File: src/rtl/transform_pkg.sv
`default_nettype none
// ============================================================================
//  Module      : transform_pkg
//  Description : Shared types and constants for the transform_scaler block
//                and the canvas renderer: FSM state encoding, default port
//                widths, derived divider length and saturation value.
//  Revision    : 1.0 - initial release
// ============================================================================
package transform_pkg;

  // Default widths shared with the canvas renderer
  localparam int DEF_XW       = 11;
  localparam int DEF_YW       = 10;
  localparam int DEF_OW       = 13;
  localparam int DEF_SCALE_SH = 8;

  // Divider dividend width == iteration count (one quotient bit per cycle)
  localparam int DEF_N   = DEF_XW + DEF_SCALE_SH;
  // Largest representable canvas coordinate; larger quotients clamp here
  localparam int DEF_SAT = (1 << DEF_OW) - 1;

  typedef enum logic [2:0] {
    IDLE  = 3'd0,
    CHECK = 3'd1,
    DIV_X = 3'd2,
    DIV_Y = 3'd3,
    DONE  = 3'd4
  } state_t;

endpackage
`default_nettype wire

File: src/rtl/transform_scaler_if.sv
`default_nettype none
// ============================================================================
//  Module      : transform_scaler_if
//  Description : Request/result bundle of transform_scaler.
//                master : drives start, x, y, x0, y0, t_width, t_height;
//                         receives busy, done, cv_x, cv_y, oor, err.
//                slave  : the scaler itself (opposite directions).
//  Revision    : 1.0 - initial release
// ============================================================================
interface transform_scaler_if
  import transform_pkg::*;
#(
  parameter int XW = DEF_XW,
  parameter int YW = DEF_YW,
  parameter int OW = DEF_OW
);
  logic          start;
  logic [XW-1:0] x;
  logic [YW-1:0] y;
  logic [XW-1:0] x0;
  logic [YW-1:0] y0;
  logic [XW-1:0] t_width;
  logic [YW-1:0] t_height;
  logic          busy;
  logic          done;
  logic [OW-1:0] cv_x;
  logic [OW-1:0] cv_y;
  logic          oor;
  logic          err;

  modport master (
    output start, x, y, x0, y0, t_width, t_height,
    input  busy, done, cv_x, cv_y, oor, err
  );

  modport slave (
    input  start, x, y, x0, y0, t_width, t_height,
    output busy, done, cv_x, cv_y, oor, err
  );
endinterface
`default_nettype wire

File: src/rtl/seq_divider.sv
`default_nettype none
// ============================================================================
//  Module      : seq_divider
//  Description : Unsigned restoring divider, one quotient bit per cycle,
//                exactly N cycles from the go edge to rdy.
//                The go edge itself performs the first iteration, so the
//                quotient is valid (rdy=1) after N rising edges counting
//                the go edge. Bits of dividend above N (DW > N) preload the
//                partial remainder; the caller guarantees that value is
//                smaller than the divisor.
//  Ports       : clk, reset (async, active-high)
//                go       - load operands and start
//                dividend - DW bits, divisor - XW bits (non-zero)
//                quotient - N bits, rdy - result valid / divider idle
//  Revision    : 1.0 - initial release
// ============================================================================
module seq_divider #(
  parameter int N  = 19,
  parameter int XW = 11,
  parameter int DW = N
) (
  input  logic          clk,
  input  logic          reset,
  input  logic          go,
  input  logic [DW-1:0] dividend,
  input  logic [XW-1:0] divisor,
  output logic [N-1:0]  quotient,
  output logic          rdy
);
  localparam int CW = $clog2(N + 1);

  logic [XW-1:0] r_rem;
  logic [N-1:0]  r_quo;
  logic [XW-1:0] r_dvs;
  logic [CW-1:0] r_cnt;

  logic [XW-1:0] w_rem_init;
  logic [XW-1:0] w_rem_src;
  logic [N-1:0]  w_quo_src;
  logic [XW-1:0] w_dvs_src;
  logic [XW:0]   w_shift;
  logic [XW:0]   w_trial;
  logic          w_fits;
  logic [XW-1:0] w_rem_next;
  logic [N-1:0]  w_quo_next;

  generate
    if (DW > N) begin : g_hi
      assign w_rem_init = XW'(dividend[DW-1:N]);
    end else begin : g_nohi
      assign w_rem_init = '0;
    end
  endgenerate

  // One restoring step; on go it works straight from the new operands
  always_comb begin
    w_rem_src  = go ? w_rem_init : r_rem;
    w_quo_src  = go ? dividend[N-1:0] : r_quo;
    w_dvs_src  = go ? divisor : r_dvs;
    w_shift    = {w_rem_src, w_quo_src[N-1]};
    w_trial    = w_shift - {1'b0, w_dvs_src};
    w_fits     = (w_shift >= {1'b0, w_dvs_src});
    w_rem_next = w_fits ? w_trial[XW-1:0] : w_shift[XW-1:0];
    w_quo_next = {w_quo_src[N-2:0], w_fits};
  end

  always_ff @(posedge clk or posedge reset) begin
    if (reset) begin
      r_rem <= '0;
      r_quo <= '0;
      r_dvs <= '0;
      r_cnt <= CW'(N);
    end else if (go) begin
      r_rem <= w_rem_next;
      r_quo <= w_quo_next;
      r_dvs <= divisor;
      r_cnt <= CW'(1);
    end else if (r_cnt != CW'(N)) begin
      r_rem <= w_rem_next;
      r_quo <= w_quo_next;
      r_cnt <= r_cnt + CW'(1);
    end
  end

  assign quotient = r_quo;
  assign rdy      = (r_cnt == CW'(N));

endmodule
`default_nettype wire

File: src/rtl/transform_scaler.sv
`default_nettype none
// ============================================================================
//  Module      : transform_scaler
//  Description : Maps a screen pixel (x, y) into canvas coordinates
//                normalised to a template rectangle:
//                  cv = ((p - p0) << SCALE_SH) / t_size   per axis
//                using one time-shared sequential divider.
//                Optional build macro TRANSFORM_ROUND_EN selects
//                round-half-up instead of floor division.
//  Ports       : clk, reset (async, active-high)
//                bus (transform_scaler_if.slave):
//                  start, x, y, x0, y0, t_width, t_height  -> request
//                  busy, done, cv_x, cv_y, oor, err        -> status/result
//  Revision    : 1.0 - initial release
// ============================================================================
module transform_scaler
  import transform_pkg::*;
#(
  parameter int XW       = DEF_XW,
  parameter int YW       = DEF_YW,
  parameter int OW       = DEF_OW,
  parameter int SCALE_SH = DEF_SCALE_SH
) (
  input  logic                clk,
  input  logic                reset,
  transform_scaler_if.slave   bus
);
  localparam int N = XW + SCALE_SH;
`ifdef TRANSFORM_ROUND_EN
  // Room for the half-divisor carry out of the N-bit shifted dividend
  localparam int DW = N + 1;
`else
  localparam int DW = N;
`endif
  localparam logic [OW-1:0] SAT_OW = {OW{1'b1}};
  localparam logic [N-1:0]  SAT_N  = {{(N-OW){1'b0}}, SAT_OW};

  state_t r_state;
  state_t w_state_next;

  // Latched request
  logic [XW-1:0] r_x, r_x0, r_tw;
  logic [YW-1:0] r_y, r_y0, r_th;

  // Per-operation working values
  logic [YW-1:0] r_dy;
  logic          r_oor;
  logic [N-1:0]  r_qx;

  // Result registers
  logic [OW-1:0] r_cv_x, r_cv_y;
  logic          r_oor_o, r_err_o;

  logic [XW-1:0] w_dx;
  logic [YW-1:0] w_dy;
  logic          w_oor;
  logic          w_err;
  logic [DW-1:0] w_num_x, w_num_y;

  logic          w_busy, w_done;
  logic          w_div_go;
  logic [DW-1:0] w_div_dividend;
  logic [XW-1:0] w_div_divisor;
  logic [N-1:0]  w_div_q;
  logic          w_div_rdy;

  function automatic logic [OW-1:0] f_sat(input logic [N-1:0] q);
    if (q > SAT_N) f_sat = SAT_OW;
    else           f_sat = q[OW-1:0];
  endfunction

  // Offsets clamp at zero when the point lies left of / above the template
  always_comb begin
    w_dx  = (r_x < r_x0) ? '0 : (r_x - r_x0);
    w_dy  = (r_y < r_y0) ? '0 : (r_y - r_y0);
    w_oor = (r_x < r_x0) || (r_y < r_y0) || (w_dx >= r_tw) || (w_dy >= r_th);
    w_err = (r_tw == '0) || (r_th == '0);
  end

  always_comb begin
    w_num_x = DW'(w_dx) << SCALE_SH;
    w_num_y = DW'(r_dy) << SCALE_SH;
`ifdef TRANSFORM_ROUND_EN
    w_num_x = w_num_x + DW'(r_tw >> 1);
    w_num_y = w_num_y + DW'(r_th >> 1);
`endif
  end

  // ---------------- FSM: state register ----------------
  always_ff @(posedge clk or posedge reset) begin
    if (reset) r_state <= IDLE;
    else       r_state <= w_state_next;
  end

  // ---------------- FSM: next state ----------------
  always_comb begin
    w_state_next = r_state;
    case (r_state)
      IDLE:    if (bus.start) w_state_next = CHECK;
      CHECK:   w_state_next = w_err ? DONE : DIV_X;
      DIV_X:   if (w_div_rdy) w_state_next = DIV_Y;
      DIV_Y:   if (w_div_rdy) w_state_next = DONE;
      DONE:    w_state_next = IDLE;
      default: w_state_next = IDLE;
    endcase
  end

  // ---------------- FSM: outputs ----------------
  // The x division is launched on the CHECK->DIV_X edge from the live
  // offset; the y division is launched on the DIV_X->DIV_Y edge.
  always_comb begin
    w_busy         = (r_state != IDLE);
    w_done         = (r_state == DONE);
    w_div_go       = 1'b0;
    w_div_dividend = w_num_y;
    w_div_divisor  = XW'(r_th);
    case (r_state)
      CHECK: begin
        w_div_go       = !w_err;
        w_div_dividend = w_num_x;
        w_div_divisor  = r_tw;
      end
      DIV_X:   w_div_go = w_div_rdy;
      default: ;
    endcase
  end

  // ---------------- Datapath ----------------
  always_ff @(posedge clk or posedge reset) begin
    if (reset) begin
      r_x     <= '0;
      r_x0    <= '0;
      r_tw    <= '0;
      r_y     <= '0;
      r_y0    <= '0;
      r_th    <= '0;
      r_dy    <= '0;
      r_oor   <= 1'b0;
      r_qx    <= '0;
      r_cv_x  <= '0;
      r_cv_y  <= '0;
      r_oor_o <= 1'b0;
      r_err_o <= 1'b0;
    end else begin
      case (r_state)
        IDLE: begin
          if (bus.start) begin
            r_x  <= bus.x;
            r_x0 <= bus.x0;
            r_tw <= bus.t_width;
            r_y  <= bus.y;
            r_y0 <= bus.y0;
            r_th <= bus.t_height;
          end
        end
        CHECK: begin
          r_dy  <= w_dy;
          r_oor <= w_oor;
          if (w_err) begin
            r_cv_x  <= '0;
            r_cv_y  <= '0;
            r_oor_o <= w_oor;
            r_err_o <= 1'b1;
          end
        end
        DIV_X: begin
          if (w_div_rdy) r_qx <= w_div_q;
        end
        DIV_Y: begin
          if (w_div_rdy) begin
            r_cv_x  <= f_sat(r_qx);
            r_cv_y  <= f_sat(w_div_q);
            r_oor_o <= r_oor;
            r_err_o <= 1'b0;
          end
        end
        default: ;
      endcase
    end
  end

  seq_divider #(
    .N  (N),
    .XW (XW),
    .DW (DW)
  ) u_div (
    .clk      (clk),
    .reset    (reset),
    .go       (w_div_go),
    .dividend (w_div_dividend),
    .divisor  (w_div_divisor),
    .quotient (w_div_q),
    .rdy      (w_div_rdy)
  );

  assign bus.busy = w_busy;
  assign bus.done = w_done;
  assign bus.cv_x = r_cv_x;
  assign bus.cv_y = r_cv_y;
  assign bus.oor  = r_oor_o;
  assign bus.err  = r_err_o;

endmodule
`default_nettype wire

File: src/flat_wrapper.sv
// flat-port wrapper written by rule: the top's interface ports become plain ports
module transform_scaler_flat import transform_pkg::*;
#(
  parameter int XW       = DEF_XW,
  parameter int YW       = DEF_YW,
  parameter int OW       = DEF_OW,
  parameter int SCALE_SH = DEF_SCALE_SH
)
  (clk, reset, bus_start, bus_x, bus_y, bus_x0, bus_y0, bus_t_width, bus_t_height, bus_busy, bus_done, bus_cv_x, bus_cv_y, bus_oor, bus_err);
  transform_scaler_if #(.XW(XW), .YW(YW), .OW(OW)) bus_i ();
  input  logic clk;
  input  logic reset;
  input wire logic [$bits(bus_i.start)-1:0] bus_start;
  input wire logic [$bits(bus_i.x)-1:0] bus_x;
  input wire logic [$bits(bus_i.y)-1:0] bus_y;
  input wire logic [$bits(bus_i.x0)-1:0] bus_x0;
  input wire logic [$bits(bus_i.y0)-1:0] bus_y0;
  input wire logic [$bits(bus_i.t_width)-1:0] bus_t_width;
  input wire logic [$bits(bus_i.t_height)-1:0] bus_t_height;
  output wire logic [$bits(bus_i.busy)-1:0] bus_busy;
  output wire logic [$bits(bus_i.done)-1:0] bus_done;
  output wire logic [$bits(bus_i.cv_x)-1:0] bus_cv_x;
  output wire logic [$bits(bus_i.cv_y)-1:0] bus_cv_y;
  output wire logic [$bits(bus_i.oor)-1:0] bus_oor;
  output wire logic [$bits(bus_i.err)-1:0] bus_err;
  assign bus_i.start = bus_start;
  assign bus_i.x = bus_x;
  assign bus_i.y = bus_y;
  assign bus_i.x0 = bus_x0;
  assign bus_i.y0 = bus_y0;
  assign bus_i.t_width = bus_t_width;
  assign bus_i.t_height = bus_t_height;
  assign bus_busy = bus_i.busy;
  assign bus_done = bus_i.done;
  assign bus_cv_x = bus_i.cv_x;
  assign bus_cv_y = bus_i.cv_y;
  assign bus_oor = bus_i.oor;
  assign bus_err = bus_i.err;
  transform_scaler #(.XW(XW), .YW(YW), .OW(OW), .SCALE_SH(SCALE_SH)) u_core (.clk(clk), .reset(reset), .bus(bus_i));
endmodule
File: config.mk
export PLATFORM = sky130hd
export DESIGN_NAME = transform_scaler_flat
export DESIGN_NICKNAME = d
export VERILOG_FILES = /design/src/rtl/transform_pkg.sv /design/src/rtl/transform_scaler_if.sv /design/src/rtl/seq_divider.sv /design/src/rtl/transform_scaler.sv /design/src/flat_wrapper.sv
export SDC_FILE = /design/constraint.sdc
export NUM_CORES = 1
export LEC_CHECK = 0
export CAP_MARGIN = 20
export CORE_UTILIZATION = 55
export DETAILED_ROUTE_END_ITERATION = 8
export PLACE_DENSITY_LB_ADDON = 0.25
export SETUP_SLACK_MARGIN = 0.4
export SLEW_MARGIN = 20
export SYNTH_ARGS = -nofsm -noshare
export SYNTH_HDL_FRONTEND = slang
export SYNTH_SLANG_ARGS = --single-unit
File: constraint.sdc
create_clock -name clk -period 13.4 [get_ports clk]
set_input_delay 3.35 -clock clk [delete_from_list [all_inputs] [get_ports clk]]
set_output_delay 3.35 -clock clk [all_outputs]
set_load 0.03 [all_outputs]
* Word level (Yosys, flattened, before mapping)
Index checks and enable logic that the tools add are counted.
** Cells by class
- Add/sub/neg operators :: 4
- Reduce and logical (&&, ||, !) cells :: 15
- Equality and inequality tests :: 10
- Multiplexer cells :: 33
- Magnitude comparators :: 7
** Operators by type and width (count)
- $mux 11 :: 7
- $mux 19 :: 4
- $mux 13 :: 5
- $pmux 13 s2 :: 2
- $gt 19x13->1 const B :: 2
- $sub 11x11->11 :: 2
- $ge 12x11->1 :: 1
- $mux 3 :: 4
- $pmux 3 s4 :: 1
- $ge 11x11->1 :: 1
- $logic_not 11->1 :: 1
- $lt 11x11->1 :: 1
- $ge 10x10->1 :: 1
- $logic_not 10->1 :: 1
- $lt 10x10->1 :: 1
- $mux 10 :: 1
- $mux 5 :: 2
- $sub 10x10->10 :: 1
- $eq 3x2->1 const B :: 2
- $ne 2x1->1 const B :: 3
- $pmux 1 s2 :: 3
- $reduce_and 3->1 :: 2
- $add 5x1->5 const B :: 1
- $eq 5x5->1 const B :: 1
- 11 further kinds :: 19
** Word-level totals
- Register bits after elaboration :: 170
- Output and inout port bits :: 30
- Word-level logic and storage cells :: 87
- Input port bits :: 66

* Longest topological paths before layout
- Depth in word-level cells :: 9
- Mapped depth :: 19
- Depth with buffers taken out :: 18

* Modules after synthesis
A second synthesis with hierarchy kept.
** Second synthesis, totals
- Cell total of the unflattened synthesis :: 979
- Area, all modules :: 9313.9 um2
** Modules (own cells, without submodules)
- transform_scaler :: area an instance 6507.5 um2, seq. area each 3103.0 um2, cells an instance 691, times used 1
- seq_divider :: area an instance 2806.4 um2, seq. area each 1154.9 um2, cells an instance 288, times used 1

* Worst setup path before layout
OpenSTA, ideal clock, no wires.
- Path kind :: reg-to-output
- From :: register u_core.r_state[1]
- To :: output port bus_done
- Path slack :: 8.831 ns
- Required time :: 10.050 ns
- Stages on the path, launching flop included :: 3
- Arrival time :: 1.219 ns
- Buffers on the path :: 1
- Cells stage by stage :: dfrtp_1 -> buf_2 -> nor3b_1
** Between the ends
- Longest elaborated chain between the ends :: 1
** RTL lines
- from (decl) :: RTL line transform_scaler.sv:38 : state_t r_state;
- from (signal assigned) :: RTL line transform_scaler.sv:92 : else r_state <= w_state_next;
- $eq 3x3->1 :: RTL line transform_scaler.sv:113 : w_done = (r_state == DONE);
- to (decl) :: RTL line flat_wrapper.sv:21 : output wire logic [$bits(bus_i.done)-1:0] bus_done;
Every way passes these cells.

* Worst setup path after layout
- From :: register u_core.r_state[0]
- To :: output port bus_busy
** Between the ends
- Longest elaborated chain between the ends :: 1
** RTL lines
- $reduce_bool 3->1 :: RTL line transform_scaler.sv:112 : w_busy = (r_state != IDLE);
- to (decl) :: RTL line flat_wrapper.sv:20 : output wire logic [$bits(bus_i.busy)-1:0] bus_busy;
Every way passes these cells.

==> key figures <==
Synthesis
  – Ys async rst share: 100.0%
  – Yosys Warn Count: 0
  – Synth Instances: 947
  – Synth area leaders: dfrtp_1, ha_1, nand2_1
  – Area leader, netlist: dfrtp_1
  – Mapped Area: 8954 µm²
  – Post-synthesis sequential area ratio: 47.55%
  – Post-synthesis register bit count: 170
  – Top cell type's share of synthesized area: 46.67%
  – Mapped Avg Cell Area: 9.455 µm²
  – Post-synth cell types: 59
  – Synth Flop Type: dfrtp_1
  – Synth Net Count: 1070
  – Post-synth EDFFs: 0

Clock network
  – Setup bufs post-CTS: 0
  – CTS tree: done
  – Max clock buf depth: 2
  – # clock sinks: 170
  – H-Tree Depth: 4
  – Cts bufs inserted: 17
  – Clk_lat worst skew: 430 ps
  – Clk pin slew, worst setup/hold paths: 80 ps
  – CTS root buffer: clkbuf_16
  – PostCTS Resize Cnt: 0
  – Number of hold buffers added after CTS: 0

Cells and area
  – Fin nets: 1149
  – Layout cells sized above 1: 10.30%
  – N_diodes: 0
  – Post-route cell area: 10660 µm²
  – Fillers: 1293
  – Synthesis-to-finish area growth: 19.00%
  – Core Util, Final: 67.08%
  – Post-Layout Cell Count: 1255

Power and ir drop
  – Pwr/cell area: 308.2 nW/µm²
  – Seq pwr share: 27.7%
  – Total Power: 3.284 mW
  – Gate power share: 57.3%
  – Clock share of power: 15.0%
  – Worst vdd ir: 0.1349 mV
  – Cell-internal power: 1.812 mW
  – P_leak: 4.864 nW
  – Switch share: 44.83%
  – Switching power: 1.472 mW

Critical path
  – Crit-path max cell delay: 620 ps
  – WS Path Type: reg -> out
  – Worst setup SP type: flip-flop
  – CP Data Required Time: 10050 ps
  – CP max FO: 8
  – CP Depth: 2
  – R2r setup slk: 8430 ps
  – R2R depth: 15
  – RR Startpoint: u_core.u_div.r_cnt[0]$_DFFE_PP1P_
  – Crit end category: output port
  – CP max-delay cell: clkdlybuf4s50_1
  – Worst-path cell chain: or3_1, clkdlybuf4s50_1
  – WP buf/inv: 1
  – Delay-heaviest family, CP: buffers and inverters
  – Crit path DAT: 2000 ps
  – R2R Path End: u_core.u_div.r_rem[6]$_DFFE_PP0P_

Global routing
  – Vias in the first global route: 6537
  – Pin count of the biggest net entering global routing: 105
  – First-pass GRT wire length: 32.70 mm
  – Total GRT Usage: 25.17%
  – Initial antenna violation count: 0
  – Gr ovfl total: 0

Timing
  – Setup violators final: 0
  – Max transition margin: 35.08%
  – Period Utilization, post-route: 39.94%
  – Worst hold slack: 473.5 ps
  – Worst-margin pin slew: 973.8 ps
  – Setup slack after layout: 8049 ps
  – Clock Skew: 9.050 ps
  – Tmin final: 5352 ps
  – Final Hold Fails: 0
  – RSZ-0062 raised after global routing: no
  – F_max: 0.1869 GHz
  – Setup TNS Final: 0 ps
  – Final Max Tran Viols: 0

Routing
  – Drt wl/cell: 15.74 µm
  – Antenna violation net count after detailed routing: 0
  – Vias: 6995
  – Initial DRC count: 478
  – Final wirelength: 19.75 mm
  – Mean number of vias per cell: 5.574
  – # DRC: 0
  – DRT Pass-1 Iters: 5

Place
  – Routability cong.: 0.8547
  – Placed insts: 1223
  – Final HPWL DP: 13.85 mm
  – Pre-CTS setup slack: 7877 ps
  – Placed cell area: 10050 µm²
  – # port buffers: 95

Die
  – Die ar.: 16790 µm²
  – Core area: 15890 µm²
  – Starting Density: 56.36%
  – DIE HEIGHT: 129.6 µm
  – Die Wd: 129.6 µm
  – I/O pin count: 96
  – # rows: 46

Min path
  – Worst Hold End: u_core.u_div.r_rem[9]$_DFFE_PP0P_
  – Hold Crit Class: reg -> reg
  – Hold Path Depth: 2
  – Worst hold start: u_core.u_div.r_rem[9]$_DFFE_PP0P_

Status
  – Status: completed

Flow run
  – Total of max-cap violations: 0
power by group through the flow:
stage	Combinational [mW]	Sequential, mW	Clock [mW]
floorplan	1.42	0.902	0
global placement	1.79	0.906	0
detailed placement	1.85	0.914	0
CTS	1.87	0.907	0.498
global route	2.10	0.933	0.521
finish	1.88	0.909	0.494
per-layer routing:
| metal | GRT usage, % | share of wire, % |
|---|---|---|
| met5 | 0 | 0 |
| met4 | 8.482 | 2.2 |
| met3 | 4.129 | 5.1 |
| met2 | 39.82 | 47 |
| met1 | 35.30 | 46 |
worst max-delay path by stage:
stage	from	slack [ps]	end
5_1_grt	u_core.r_state[0]$_DFFE_PP0P_	7990	bus_busy
6_report	u_core.r_state[0]$_DFFE_PP0P_	8050	bus_busy
3_3_place_gp	reset	7880	u_core.r_y[4]$_DFFE_PP0P_
3_5_place_dp	reset	7880	u_core.r_x[3]$_DFFE_PP0P_
4_1_cts	u_core.r_state[0]$_DFFE_PP0P_	8040	bus_busy
2_1_floorplan	reset	5450	u_core.bus.cv_x[0]$_DFFE_PP0P_
synthesized netlist by cell type (4+ instances only):
cell	count
a21o_1	9
a21oi_1	67
a31oi_1	11
and2_1	21
and3_1	5
buf_2	21
clkbuf_1	18
dfrtp_1	167
ha_1	54
inv_1	61
mux2_2	41
mux2i_1	6
nand2_1	153
nand2b_1	9
nand3_1	16
nand4_1	6
nor2_1	74
nor2b_1	4
nor3_1	6
nor4_1	7
o211ai_1	5
o21ai_0	88
o31ai_1	4
or2_2	6
or3_1	8
xnor2_1	12
xor2_1	13
worst min-delay path, stage by stage, from the launching register on:
cell and delay (ps):
dfrtp_1 340, nand2_1 50, nand3_1 50
state kept, by name, indices dropped and copies added (netlist names):
name                   cells
u_core.bus.oor             1
u_core.r_qx               19
u_core.r_x                11
u_core.r_tw               11
u_core.u_div.r_rem        11
u_core.r_x0               11
u_core.u_div.r_cnt         5
u_core.r_y                10
u_core.r_state             3
u_core.u_div.r_dvs        11
u_core.bus.cv_x           13
u_core.r_y0               10
u_core.u_div.quotient     19
u_core.r_dy               10
u_core.r_oor               1
u_core.bus.cv_y           13
u_core.r_th               10
u_core.bus.err             1
cells in the final DEF, fill, tap and decap left out, types with 17 or more instances in the layout:
cell type        Yosys  layout
nor2_1              74      73
inv_1               61      60
mux2_2              41      41
and2_1              21      21
a21oi_1             67      67
dfrtp_1            167     167
ha_1                54      54
nand2_1            153     153
clkbuf_16            0      17
clkdlybuf4s50_1      0      95
o21ai_0             88      88
cell type report:
type / instances / area, µm² / area share (%)
multi-input combinational: 675 / 4303 / 40.38
sequential: 170 / 4258 / 39.96
timing repair buffer: 101 / 996.0 / 9.347
clock buffer: 17 / 425.4 / 3.992
tap: 216 / 270.3 / 2.536
inverter: 61 / 234.0 / 2.196
clock inverter: 15 / 168.9 / 1.585
cells by family (layout without fill, tap and decap cells):
| kind of cell | count (synthesis) | count (layout) | synth area share, % |
|---|---|---|---|
| AO/OA/AOI/OAI | 217 | 217 | 14.37 |
| flip-flops | 170 | 170 | 47.55 |
| AND/OR/NAND/NOR | 328 | 328 | 16.73 |
| multiplexers | 48 | 48 | 5.995 |
| buffers and inverters | 102 | 194 | 4.695 |
| XOR/XNOR | 25 | 25 | 2.446 |
| adder cells (fa/ha/maj) | 57 | 57 | 8.217 |
(Power assumes the default switching activity.)
